**src/rtl/hub75_pkg.sv**
```systemverilog
// hub75_pkg: shared types and constants for the HUB75 scan driver.
// Holds the FSM state enum, pixel field offsets inside a frame-buffer word,
// and the gamma-2.2 constant function used to build the optional LUT.
package hub75_pkg;

  typedef enum logic [1:0] {
    ST_IDLE,
    ST_SHIFT,
    ST_LATCH,
    ST_DISPLAY
  } state_t;

  // Pixel placement inside a 48-bit frame-buffer word.
  localparam int unsigned UPPER_OFS = 0;
  localparam int unsigned LOWER_OFS = 24;

  // Channel placement inside a 24-bit pixel.
  localparam int unsigned R_OFS = 16;
  localparam int unsigned G_OFS = 8;
  localparam int unsigned B_OFS = 0;

  localparam real GAMMA = 2.2;

  // Elaboration-time gamma curve: floor(255 * (x/255)^2.2).
  function automatic logic [7:0] gamma22(input int unsigned x);
    real v;
    v = 255.0 * ((real'(x) / 255.0) ** GAMMA);
    return 8'($rtoi(v));
  endfunction

endpackage

```
**src/rtl/hub75_scan_driver_if.sv**
```systemverilog
// hub75_scan_driver_if: synchronous frame-buffer read port.
// master = scan driver (issues rd_addr), slave = frame-buffer RAM.
interface hub75_scan_driver_if;
  logic [9:0]  rd_addr;
  logic [47:0] rd_data;

  modport master (output rd_addr, input rd_data);
  modport slave  (input rd_addr, output rd_data);
endinterface

```
**src/rtl/hub75_gamma_lut.sv**
```systemverilog
// hub75_gamma_lut: 256-entry gamma-2.2 table, combinational lookup.
// Only instantiated when HUB75_GAMMA_EN is defined.
module hub75_gamma_lut (
  input  logic [7:0] din,
  output logic [7:0] dout
);
  import hub75_pkg::*;

  logic [7:0] lut [256];

  for (genvar i = 0; i < 256; i++) begin : g_lut
    localparam logic [7:0] V = gamma22(i);
    assign lut[i] = V;
  end

  // Table lookup.
  always_comb dout = lut[din];

endmodule

```
**src/rtl/hub75_scan_driver.sv**
```systemverilog
// hub75_scan_driver: reads a 1024x48 frame buffer and scans a 64x32 1/16
// HUB75 panel with 8-plane binary-coded modulation.
// Optional feature: define HUB75_GAMMA_EN to route every channel through a
// gamma-2.2 LUT before plane-bit selection.
module hub75_scan_driver
  import hub75_pkg::*;
#(
  parameter int unsigned COLS    = 64,
  parameter int unsigned ROWS    = 16,
  parameter int unsigned BITS    = 8,
  parameter int unsigned CLK_DIV = 2,
  parameter int unsigned BASE_ON = 8
) (
  input  logic                clk,
  input  logic                rst,
  input  logic                enable,
  hub75_scan_driver_if.master fb,
  output logic                r1,
  output logic                g1,
  output logic                b1,
  output logic                r2,
  output logic                g2,
  output logic                b2,
  output logic [3:0]          row_sel,
  output logic                panel_clk,
  output logic                lat,
  output logic                oe_n,
  output logic                busy,
  output logic                frame_done
);

  localparam int unsigned CW  = $clog2(COLS);
  localparam int unsigned RW  = $clog2(ROWS);
  localparam int unsigned PW  = (BITS > 1) ? $clog2(BITS) : 1;
  localparam int unsigned PHW = $clog2(2 * CLK_DIV);
  localparam int unsigned DW  = $clog2(BASE_ON << (BITS - 1)) + 1;

  localparam logic [CW-1:0]  COL_LAST = CW'(COLS - 1);
  localparam logic [RW-1:0]  ROW_LAST = RW'(ROWS - 1);
  localparam logic [PW-1:0]  PL_LAST  = PW'(BITS - 1);
  localparam logic [PHW-1:0] PH_LAST  = PHW'(2 * CLK_DIV - 1);
  localparam logic [PHW-1:0] PH_HI    = PHW'(CLK_DIV);
  localparam logic [PHW-1:0] PH_CAP   = PHW'(1);

  state_t         state, nxt_state;
  logic [RW-1:0]  row, nxt_row;
  logic [CW-1:0]  col, nxt_col;
  logic [PW-1:0]  plane, nxt_plane;
  logic [PHW-1:0] ph, nxt_ph;
  logic [DW-1:0]  dcnt, nxt_dcnt;
  logic [DW-1:0]  on_last;

  logic [5:0][7:0] raw;
  logic [5:0][7:0] ch;

  // Last DISPLAY count for the current plane (BASE_ON << plane cycles).
  always_comb on_last = (DW'(BASE_ON) << plane) - DW'(1);

  // State and scan counters.
  always_ff @(posedge clk) begin
    if (rst) begin
      state <= ST_IDLE;
      row   <= '0;
      col   <= '0;
      plane <= '0;
      ph    <= '0;
      dcnt  <= '0;
    end else begin
      state <= nxt_state;
      row   <= nxt_row;
      col   <= nxt_col;
      plane <= nxt_plane;
      ph    <= nxt_ph;
      dcnt  <= nxt_dcnt;
    end
  end

  // Next-state, counter advance and end-of-frame pulse.
  always_comb begin
    nxt_state  = state;
    nxt_row    = row;
    nxt_col    = col;
    nxt_plane  = plane;
    nxt_ph     = ph;
    nxt_dcnt   = dcnt;
    frame_done = 1'b0;
    unique case (state)
      ST_IDLE: begin
        if (enable) begin
          nxt_state = ST_SHIFT;
          nxt_row   = '0;
          nxt_col   = '0;
          nxt_plane = '0;
          nxt_ph    = '0;
        end
      end
      ST_SHIFT: begin
        if (ph == PH_LAST) begin
          nxt_ph = '0;
          if (col == COL_LAST) begin
            nxt_col   = '0;
            nxt_state = ST_LATCH;
          end else begin
            nxt_col = col + CW'(1);
          end
        end else begin
          nxt_ph = ph + PHW'(1);
        end
      end
      ST_LATCH: begin
        nxt_state = ST_DISPLAY;
        nxt_dcnt  = '0;
      end
      ST_DISPLAY: begin
        if (dcnt == on_last) begin
          nxt_state = ST_SHIFT;
          if (plane == PL_LAST) begin
            nxt_plane = '0;
            if (row == ROW_LAST) begin
              nxt_row    = '0;
              frame_done = 1'b1;
              if (!enable) nxt_state = ST_IDLE;
            end else begin
              nxt_row = row + RW'(1);
            end
          end else begin
            nxt_plane = plane + PW'(1);
          end
        end else begin
          nxt_dcnt = dcnt + DW'(1);
        end
      end
      default: nxt_state = ST_IDLE;
    endcase
  end

  // Panel control strobes decoded from state.
  always_comb begin
    busy       = (state != ST_IDLE);
    panel_clk  = (state == ST_SHIFT) && (ph >= PH_HI);
    lat        = (state == ST_LATCH);
    oe_n       = (state != ST_DISPLAY);
    fb.rd_addr = 10'({row, col});
  end

  // Split the read word into its six colour channels.
  always_comb begin
    raw[0] = fb.rd_data[UPPER_OFS + R_OFS +: 8];
    raw[1] = fb.rd_data[UPPER_OFS + G_OFS +: 8];
    raw[2] = fb.rd_data[UPPER_OFS + B_OFS +: 8];
    raw[3] = fb.rd_data[LOWER_OFS + R_OFS +: 8];
    raw[4] = fb.rd_data[LOWER_OFS + G_OFS +: 8];
    raw[5] = fb.rd_data[LOWER_OFS + B_OFS +: 8];
  end

`ifdef HUB75_GAMMA_EN
  for (genvar i = 0; i < 6; i++) begin : g_gamma
    hub75_gamma_lut u_lut (
      .din  (raw[i]),
      .dout (ch[i])
    );
  end
`else
  // Channels used as stored.
  always_comb ch = raw;
`endif

  // Colour bits captured in shift phase 1; row_sel follows on plane-0 latch.
  // Both are cleared whenever the block is (or is about to be) idle.
  always_ff @(posedge clk) begin
    if (rst || nxt_state == ST_IDLE) begin
      {r1, g1, b1, r2, g2, b2} <= '0;
      row_sel                  <= '0;
    end else begin
      if (state == ST_SHIFT && ph == PH_CAP)
        {r1, g1, b1, r2, g2, b2} <= {ch[0][plane], ch[1][plane], ch[2][plane],
                                     ch[3][plane], ch[4][plane], ch[5][plane]};
      if (nxt_state == ST_LATCH && plane == '0)
        row_sel <= 4'(row);
    end
  end

endmodule

```
**src/flat_wrapper.sv**
```systemverilog
// flat-port wrapper written by rule: the top's interface ports become plain ports
module hub75_scan_driver_flat import hub75_pkg::*;
#(
  parameter int unsigned COLS    = 64,
  parameter int unsigned ROWS    = 16,
  parameter int unsigned BITS    = 8,
  parameter int unsigned CLK_DIV = 2,
  parameter int unsigned BASE_ON = 8
)
  (clk, rst, enable, r1, g1, b1, r2, g2, b2, row_sel, panel_clk, lat, oe_n, busy, frame_done, fb_rd_addr, fb_rd_data);
  hub75_scan_driver_if fb_i ();
  input  logic clk;
  input  logic rst;
  input  logic enable;
  output logic r1;
  output logic g1;
  output logic b1;
  output logic r2;
  output logic g2;
  output logic b2;
  output logic [3:0] row_sel;
  output logic panel_clk;
  output logic lat;
  output logic oe_n;
  output logic busy;
  output logic frame_done;
  output wire logic [$bits(fb_i.rd_addr)-1:0] fb_rd_addr;
  input wire logic [$bits(fb_i.rd_data)-1:0] fb_rd_data;
  assign fb_rd_addr = fb_i.rd_addr;
  assign fb_i.rd_data = fb_rd_data;
  hub75_scan_driver #(.COLS(COLS), .ROWS(ROWS), .BITS(BITS), .CLK_DIV(CLK_DIV), .BASE_ON(BASE_ON)) u_core (.clk(clk), .rst(rst), .enable(enable), .fb(fb_i), .r1(r1), .g1(g1), .b1(b1), .r2(r2), .g2(g2), .b2(b2), .row_sel(row_sel), .panel_clk(panel_clk), .lat(lat), .oe_n(oe_n), .busy(busy), .frame_done(frame_done));
endmodule
```
**config.mk**
```make
export PLATFORM = sky130hd
export DESIGN_NAME = hub75_scan_driver_flat
export DESIGN_NICKNAME = d
export VERILOG_FILES = /design/src/rtl/hub75_pkg.sv /design/src/rtl/hub75_scan_driver_if.sv /design/src/rtl/hub75_gamma_lut.sv /design/src/rtl/hub75_scan_driver.sv /design/src/flat_wrapper.sv
export SDC_FILE = /design/constraint.sdc
export NUM_CORES = 1
export LEC_CHECK = 0
export CELL_PAD_IN_SITES_DETAIL_PLACEMENT = 0
export CELL_PAD_IN_SITES_GLOBAL_PLACEMENT = 2
export CORE_MARGIN = 2
export CORE_UTILIZATION = 28
export DETAILED_ROUTE_END_ITERATION = 8
export PLACE_DENSITY_LB_ADDON = 0.1
export SLEW_MARGIN = 20
export SYNTH_ARGS = -nofsm -noshare
export SYNTH_HDL_FRONTEND = slang
export SYNTH_HIERARCHICAL = 1
export SYNTH_SLANG_ARGS = --single-unit
```
**constraint.sdc**
```tcl
create_clock -name clk -period 5.1 [get_ports clk]
set_input_delay 0.51 -clock clk [delete_from_list [all_inputs] [get_ports clk]]
set_output_delay 0.51 -clock clk [all_outputs]
set_load 0.05 [all_outputs]
```
==> run summary, run 1 <==
=====================================================================================
Total CTS buffers                                                                   5
Largest net degree at the start of global routing                                  22
Core Region                                                               0.00928 mm2
Final hold violation count                                                          0
Setup repair after global routing missed its margin                                no
DP Area                                                                   0.00354 mm2
Chip width                                                                     102 um
Initial DRC count                                                                  93
Kind of end point of the critical path                                   primary output
Post-Synthesis Net Count                                                          373
Area share of the largest cell type after synthesis                             28.3%
Latest clock arrival within the worst-skew pair                                290 ps
Sequential cell area fraction in the yosys report                               28.3%
Post-CTS setup repair buffer count                                                  0
Arrival time of the worst setup path                                          3760 ps
Warning count from the yosys run                                                    6
Leakage power of the design                                                   1.33 nW
Portion of netlist area occupied by mux cells                                   12.0%
Fin Setup TNS                                                                    0 ps
Average cell area after synthesis                                            8.69 um2
Final Setup Violations                                                              0
Cells after DPL                                                                   499
Length in cells of the worst reg-to-reg path                                       11
Area of the multi-input gates                                             0.00180 mm2
Clock root buffer                                                        sky130_fd_sc_hd__clkbuf_8
Least setup slack across all paths after layout                                834 ps
Worst clock skew on the final layout                                          6.11 ps
Global-route wire length before repair                                       12800 um
Layout Cell Area excl Fill                                                0.00363 mm2
CTS tree                                                                         done
Critical path data required time                                              4590 ps
Simple logic cell fraction of the synthesized area                              27.0%
Antenna violations before repair                                                    0
Count of boundary I/O pins                                                         76
Layout filler cell count                                                         1007
Die Outline Area                                                           0.0104 mm2
Number of flops mapped to enable cells by yosys                                     0
Synth-to-layout area growth                                                     35.2%
Transition time at the pin with the least slew margin                         1030 ps
Hold path depth                                                                     1
Period minus WS final                                                         4270 ps
Commonest non-fill, non-tap cells in the layout                          sky130_fd_sc_hd__clkdlybuf4s50_1 (75), sky130_fd_sc_hd__dfxtp_1 (38), sky130_fd_sc_hd__nand2_1 (35)
Number of routed nets with antenna violations                                       0
Clk sink count                                                                     38
Main combinational cell family by area after synthesis                   simple AND/OR/NAND/NOR gates
Pre-CTS WS                                                                    1140 ps
Height of the die                                                              102 um
Via count                                                                        2561
Count of unresolved DRC violations after routing                                    0
Share of the clock period used by the worst path after layout                   83.6%
Global route overflow                                                               0
Outcome                                                                  complete, no violations
Top fanout value on the critical path                                              13
Routed wire length per instance                                               15.2 um
Port buffer count                                                                  75
Count of instances resized after the clock tree is built                            0
Ys flop type                                                             sky130_fd_sc_hd__dfxtp_1
Type of the worst min-delay path                                           reg -> reg
Routed via count divided by cell count                                           5.05
Top achievable clock speed                                                    234 MHz
Largest vdd supply drop                                                     0.0766 mV
Final HPWL from detailed placement                                            5780 um
Global-route usage over all layers                                              15.4%
Total wire length after detailed routing                                      7690 um
Post-synthesis instance total                                                     309
Final Net Count                                                                   441
H-tree levels                                                                       2
Final instance count without filler cells                                         507
FFs w/ async S/R, synth                                                            0%
Antenna Diode Count                                                                 0
Flop-to-flop setup slack                                                      1820 ps
Max Buffers Root-to-Sink                                                            2
Max transition margin                                                           30.6%
Main area contributors after synthesis                                   sky130_fd_sc_hd__dfxtp_1 (28%), sky130_fd_sc_hd__mux4_2 (10%), sky130_fd_sc_hd__ha_1 (6.1%)
Final Power                                                                  0.614 mW
Core Util, Final                                                                39.1%
Number of violations of the max-capacitance limit                                   0
Power per unit of standard cell area                                       169 mW/mm2
Post-synthesis compound-gate area fraction                                      19.0%
Worst slack on hold paths                                                      477 ps
Routability congestion estimate from global placement                           0.746
Initial core utilization                                                        28.9%
Most frequent standard cell in the layout excluding fill and tap cells   sky130_fd_sc_hd__clkdlybuf4s50_1
Sequential standard cell area                                                 761 um2
Register bit total from synthesis                                                  38
Row Count                                                                          35
Area of the mapped netlist                                                0.00268 mm2
Critical path startpoint category                                            register
Fraction of layout cells with a size suffix above 1                             10.1%
Area share of xor/xnor cells in the synthesized design                          2.89%
Library cell occupying the most area in the post-synthesis netlist       sky130_fd_sc_hd__dfxtp_1
CTS clk-pin slew, worst paths                                                   80 ps
Number of unique standard cell types used by synthesis                             56
Adder-Cell Fraction of Synth Area                                               6.06%
Count of hold buffers inserted by post-cts repair                                   0
Setup Crit Path Kind                                                       reg -> out
DR pass1 iterations                                                                 4
Vias in the first global route                                                   2547
Max-slew violation total from the final report                                      0
=====================================================================================
[final cells by class]
type                            instances  share of cell area (%)
Tap cell                              129                    4.45
Timing Repair Buffer                   78                    21.3
Inverter                               11                    1.14
Multi-Input combinational cell        243                    49.6
Clock inverter                          1                   0.138
Sequential cell                        38                    21.0
Clock buffer                            7                    2.38
[state kept, by name (all words and copies together), names as in the netlist]
register and cells:
u_core/b2 1, u_core/row 4, u_core/state 2, u_core/g2 1, u_core/dcnt 11, u_core/col 6, u_core/r2 1, u_core/g1 1
u_core/plane 3, u_core/r1 1, u_core/ph 2, u_core/row_sel 4, u_core/b1 1
[kinds of logic (layout without fill, tap and decap cells)]
family                   count (synthesis)  after routing
XOR/XNOR                                 8              8
buffers and inverters                   28             97
adder cells (fa/ha/maj)                 13             13
AND/OR/NAND/NOR                        130            130
AO/OA/AOI/OAI                           75             75
flip-flops                              38             38
multiplexers                            17             17
[metal layers]
layer	up-vias	global-route usage, %	part of all wire [%]
li1	1288	-	-
met1	1202	21.6	50
met2	66	23.8	43
met3	5	4.45	6.2
met4	0	2.87	0.57
met5	-	0	0
[cells in the mapped netlist, types with 3 or more instances]
cell type and n:
sky130_fd_sc_hd__or3_1 12, sky130_fd_sc_hd__dfxtp_1 38, sky130_fd_sc_hd__mux2i_1 3, sky130_fd_sc_hd__clkbuf_1 11, sky130_fd_sc_hd__a31oi_1 5, sky130_fd_sc_hd__o31ai_1 3
sky130_fd_sc_hd__and3_1 9, sky130_fd_sc_hd__nand2_1 35, sky130_fd_sc_hd__nand3_1 16, sky130_fd_sc_hd__nand4_1 5, sky130_fd_sc_hd__nor2_1 20, sky130_fd_sc_hd__or4_1 3
sky130_fd_sc_hd__xnor2_1 4, sky130_fd_sc_hd__ha_1 13, sky130_fd_sc_hd__a21oi_1 22, sky130_fd_sc_hd__inv_1 11, sky130_fd_sc_hd__o211a_1 8, sky130_fd_sc_hd__buf_2 3
sky130_fd_sc_hd__a22o_1 5, sky130_fd_sc_hd__o21ai_0 12, sky130_fd_sc_hd__o21ai_1 5, sky130_fd_sc_hd__xor2_1 3, sky130_fd_sc_hd__o21a_1 4, sky130_fd_sc_hd__mux4_2 12
sky130_fd_sc_hd__nor3_1 10
[where the power goes]
part	switching (mW)	total [mW]	leakage (nW)	internal [mW]
clock	0.114	0.223	0.0482	0.109
sequential	0.00465	0.304	0.307	0.299
combinational	0.0352	0.0868	0.976	0.0516
[critical path: stages, from the launching register on]
cell and delay (ps):
sky130_fd_sc_hd__dfxtp_1 320, sky130_fd_sc_hd__inv_1 80, sky130_fd_sc_hd__ha_1 460, sky130_fd_sc_hd__nand2_1 210
sky130_fd_sc_hd__ha_1 340, sky130_fd_sc_hd__xnor2_2 220, sky130_fd_sc_hd__mux2i_1 210, sky130_fd_sc_hd__a211oi_1 130
sky130_fd_sc_hd__nor3_4 270, sky130_fd_sc_hd__nand2_2 200, sky130_fd_sc_hd__nor3_1 200, sky130_fd_sc_hd__clkdlybuf4s50_1 820
[final timing paths]
path / startpoint / end
worst min register to register: u_core/row_sel[2] / u_core/row_sel[2]
worst min-delay path: u_core/row_sel[2] / u_core/row_sel[2]
worst max-delay path: u_core/plane[0] / frame_done
worst max register to register: u_core/plane[0] / u_core/dcnt[10]
No activity file was read; power rests on OpenSTA's default activity.
==> inputs of run 2 (changes only) <==
clock period = 4.2 ns   (was 5.1 ns; I/O delays follow)
==> run 2 against run 1 <==
  * Cell count rose by 0.39%
  * Utilization grew 0.82 points
  * Critical path type unchanged
  * First-iteration DRC count fell by 29%
  * Clock-buffer cell count is 2 lower
  * Worst hold slack improved by 3.9 ps
  * Cell area rose by 2.1%
  * Sequential share of layout area decreased by 0.43 points
  * Global-route usage is 0.22 points lower
  * Via count is 0.39% higher
==> run summary, run 2 (same netlist as run 1, synthesis figures left out) <==
=====================================================================================
Outcome                                                                  complete, no violations
Setup repair after global routing missed its margin                                no
Antenna Diode Count                                                                 0   unchanged
Row Count                                                                          35   unchanged
Biggest registers after layout                                           u_core/dcnt (11), u_core/col (6)
Final instance count without filler cells                                         509   +0.39%
Count of unresolved DRC violations after routing                                    0   unchanged
Routability congestion estimate from global placement                           0.765   +2.5%
Die Outline Area                                                           0.0104 mm2   unchanged
Total wire length after detailed routing                                      7710 um   +0.26%
Commonest non-fill, non-tap cells in the layout                          sky130_fd_sc_hd__clkdlybuf4s50_1 (74), sky130_fd_sc_hd__dfxtp_1 (38), sky130_fd_sc_hd__nand2_1 (35)
Top cell by count, worst path                                            sky130_fd_sc_hd__ha_1
Net Sw Power                                                                 0.197 mW   +28%
Final Net Count                                                                   443   +0.45%
Clk sink count                                                                     38   unchanged
Antenna violations before repair                                                    0   unchanged
Fin Setup TNS                                                                    0 ps   unchanged
Final HPWL from detailed placement                                            5950 um   +3.1%
Kind of end point of the critical path                                   primary output
Combinational fraction of design power                                          12.3%   -1.8 points
Least setup slack across all paths after layout                                668 ps   -166 ps
Cell Int Power                                                               0.665 mW   +45%
Leakage power of the design                                                   1.36 nW   +2.5%
Initial DRC count                                                                  66   -29%
CTS tree                                                                         done
Final hold violation count                                                          0   unchanged
Clock root buffer                                                        sky130_fd_sc_hd__clkbuf_8
Count of instances resized after the clock tree is built                            0   unchanged
Most frequent standard cell in the layout excluding fill and tap cells   sky130_fd_sc_hd__clkdlybuf4s50_1
Latest clock arrival within the worst-skew pair                                300 ps   about the same
Routed wire length per instance                                               15.1 um   -0.13%
Via count                                                                        2571   +0.39%
Cells after DPL                                                                   501   +0.40%
Global-route usage over all layers                                              15.2%   -0.22 points
Number of violations of the max-capacitance limit                                   0   unchanged
Pre-CTS WS                                                                     901 ps   -237 ps
Chip width                                                                     102 um   unchanged
Total CTS buffers                                                                   5   unchanged
Core Util, Final                                                                39.9%   +0.82 points
Post-CTS setup repair buffer count                                                  0   unchanged
Share of power burned in registers                                              42.8%   -6.7 points
Crit-path max cell delay                                                       370 ps   -450 ps
Synth-to-layout area growth                                                     38.0%
Sequence of cells on the critical path                                   buf_4 -> ha_1 -> nand2_1 -> ha_1 -> xnor2_2 -> mux2i_1 -> a211oi_1 -> nor3_4 -> nand2_2 -> nor3_2 -> buf_12
Count of boundary I/O pins                                                         76   unchanged
Top achievable clock speed                                                    283 MHz
DR pass1 iterations                                                                 4   unchanged
Max reg flops                                                                      11   unchanged
Net switching fraction of the power                                             22.8%   -2.3 points
Top fanout value on the critical path                                              15   +2
Cell with the biggest individual delay on the critical path              sky130_fd_sc_hd__ha_1
Global route overflow                                                               0   unchanged
DP Area                                                                   0.00357 mm2   +0.85%
Number of routed nets with antenna violations                                       0   unchanged
Fraction of layout cells with a size suffix above 1                             11.3%   +1.3 points
Core Region                                                               0.00928 mm2   unchanged
Worst slack on hold paths                                                      481 ps   +3.86 ps
Max transition margin                                                           39.3%   +8.7 points
Setup Crit Path Kind                                                       reg -> out
Type of the worst min-delay path                                           reg -> reg
Largest net degree at the start of global routing                                  22   unchanged
Height of the die                                                              102 um   unchanged
Period minus WS final                                                         3530 ps
Max Buffers Root-to-Sink                                                            2   unchanged
Layout Cell Area excl Fill                                                0.00370 mm2   +2.1%
Count of hold buffers inserted by post-cts repair                                   0   unchanged
H-tree levels                                                                       2   unchanged
Vias in the first global route                                                   2530   -0.67%
Power per unit of standard cell area                                       233 mW/mm2   +37%
Max-slew violation total from the final report                                      0   unchanged
Register with the highest flop count                                      u_core/dcnt
Worst clock skew on the final layout                                          12.7 ps   +6.63 ps
Worst path buffer plus inverter count                                               2   unchanged
Share of the clock period used by the worst path after layout                   84.1%
Critical path data required time                                              3780 ps   -810 ps
Family with the most delay on the worst path                             simple AND/OR/NAND/NOR gates
Transition time at the pin with the least slew margin                          902 ps   -129 ps
Port buffer count                                                                  75   unchanged
Largest vdd supply drop                                                      0.110 mV   +44%
Critical path startpoint category                                            register
Initial core utilization                                                        28.9%   unchanged
Final Power                                                                  0.862 mW   +40%
Routed via count divided by cell count                                           5.05   about the same
Arrival time of the worst setup path                                          3110 ps   -650 ps
Global-route wire length before repair                                       12600 um   -1.7%
Final Setup Violations                                                              0   unchanged
CTS clk-pin slew, worst paths                                                   90 ps   about the same
Clock share of power                                                            44.9%   +8.5 points
=====================================================================================
## run 2: final cells by class
cell class | count | area (um2)
flip-flops and latches | 38 | 761
well taps | 129 | 161
clock inverters | 3 | 68.8
fillers | 955 | 5580
repair buffers | 80 | 798
inverters | 11 | 41.3
clock buffers | 5 | 68.8
multi-input cells | 243 | 1800
## run 2: routing by layer
metal  vias to the layer above  global-route usage [%]  part of all wire [%]
met5                         -                       0                     0
met4                         0                    3.18                  0.95
met3                        10                    3.76                   5.4
met2                        64                    23.8                    43
met1                      1196                    21.3                    51
li1                       1301                       -                     -
## run 2: power groups by stage
stage,clock network [mW],logic [mW],registers (mW)
after global placement,0,0.107,0.377
after CTS,0.398,0.108,0.369
after detailed placement,0,0.107,0.377
after floorplan,0,0.0400,0.380
final,0.387,0.106,0.369
after global routing,0.411,0.115,0.370
## run 2: path summary, 6_finish.rpt
kind	from	endpoint	slack, ps	cells past startpoint
worst min register to register	u_core/row_sel[2]	u_core/row_sel[2]	480	1
worst max-delay path	u_core/plane[0]	frame_done	670	11
worst min-delay path	u_core/row_sel[2]	u_core/row_sel[2]	480	1
worst max register to register	u_core/plane[0]	u_core/dcnt[10]	970	11
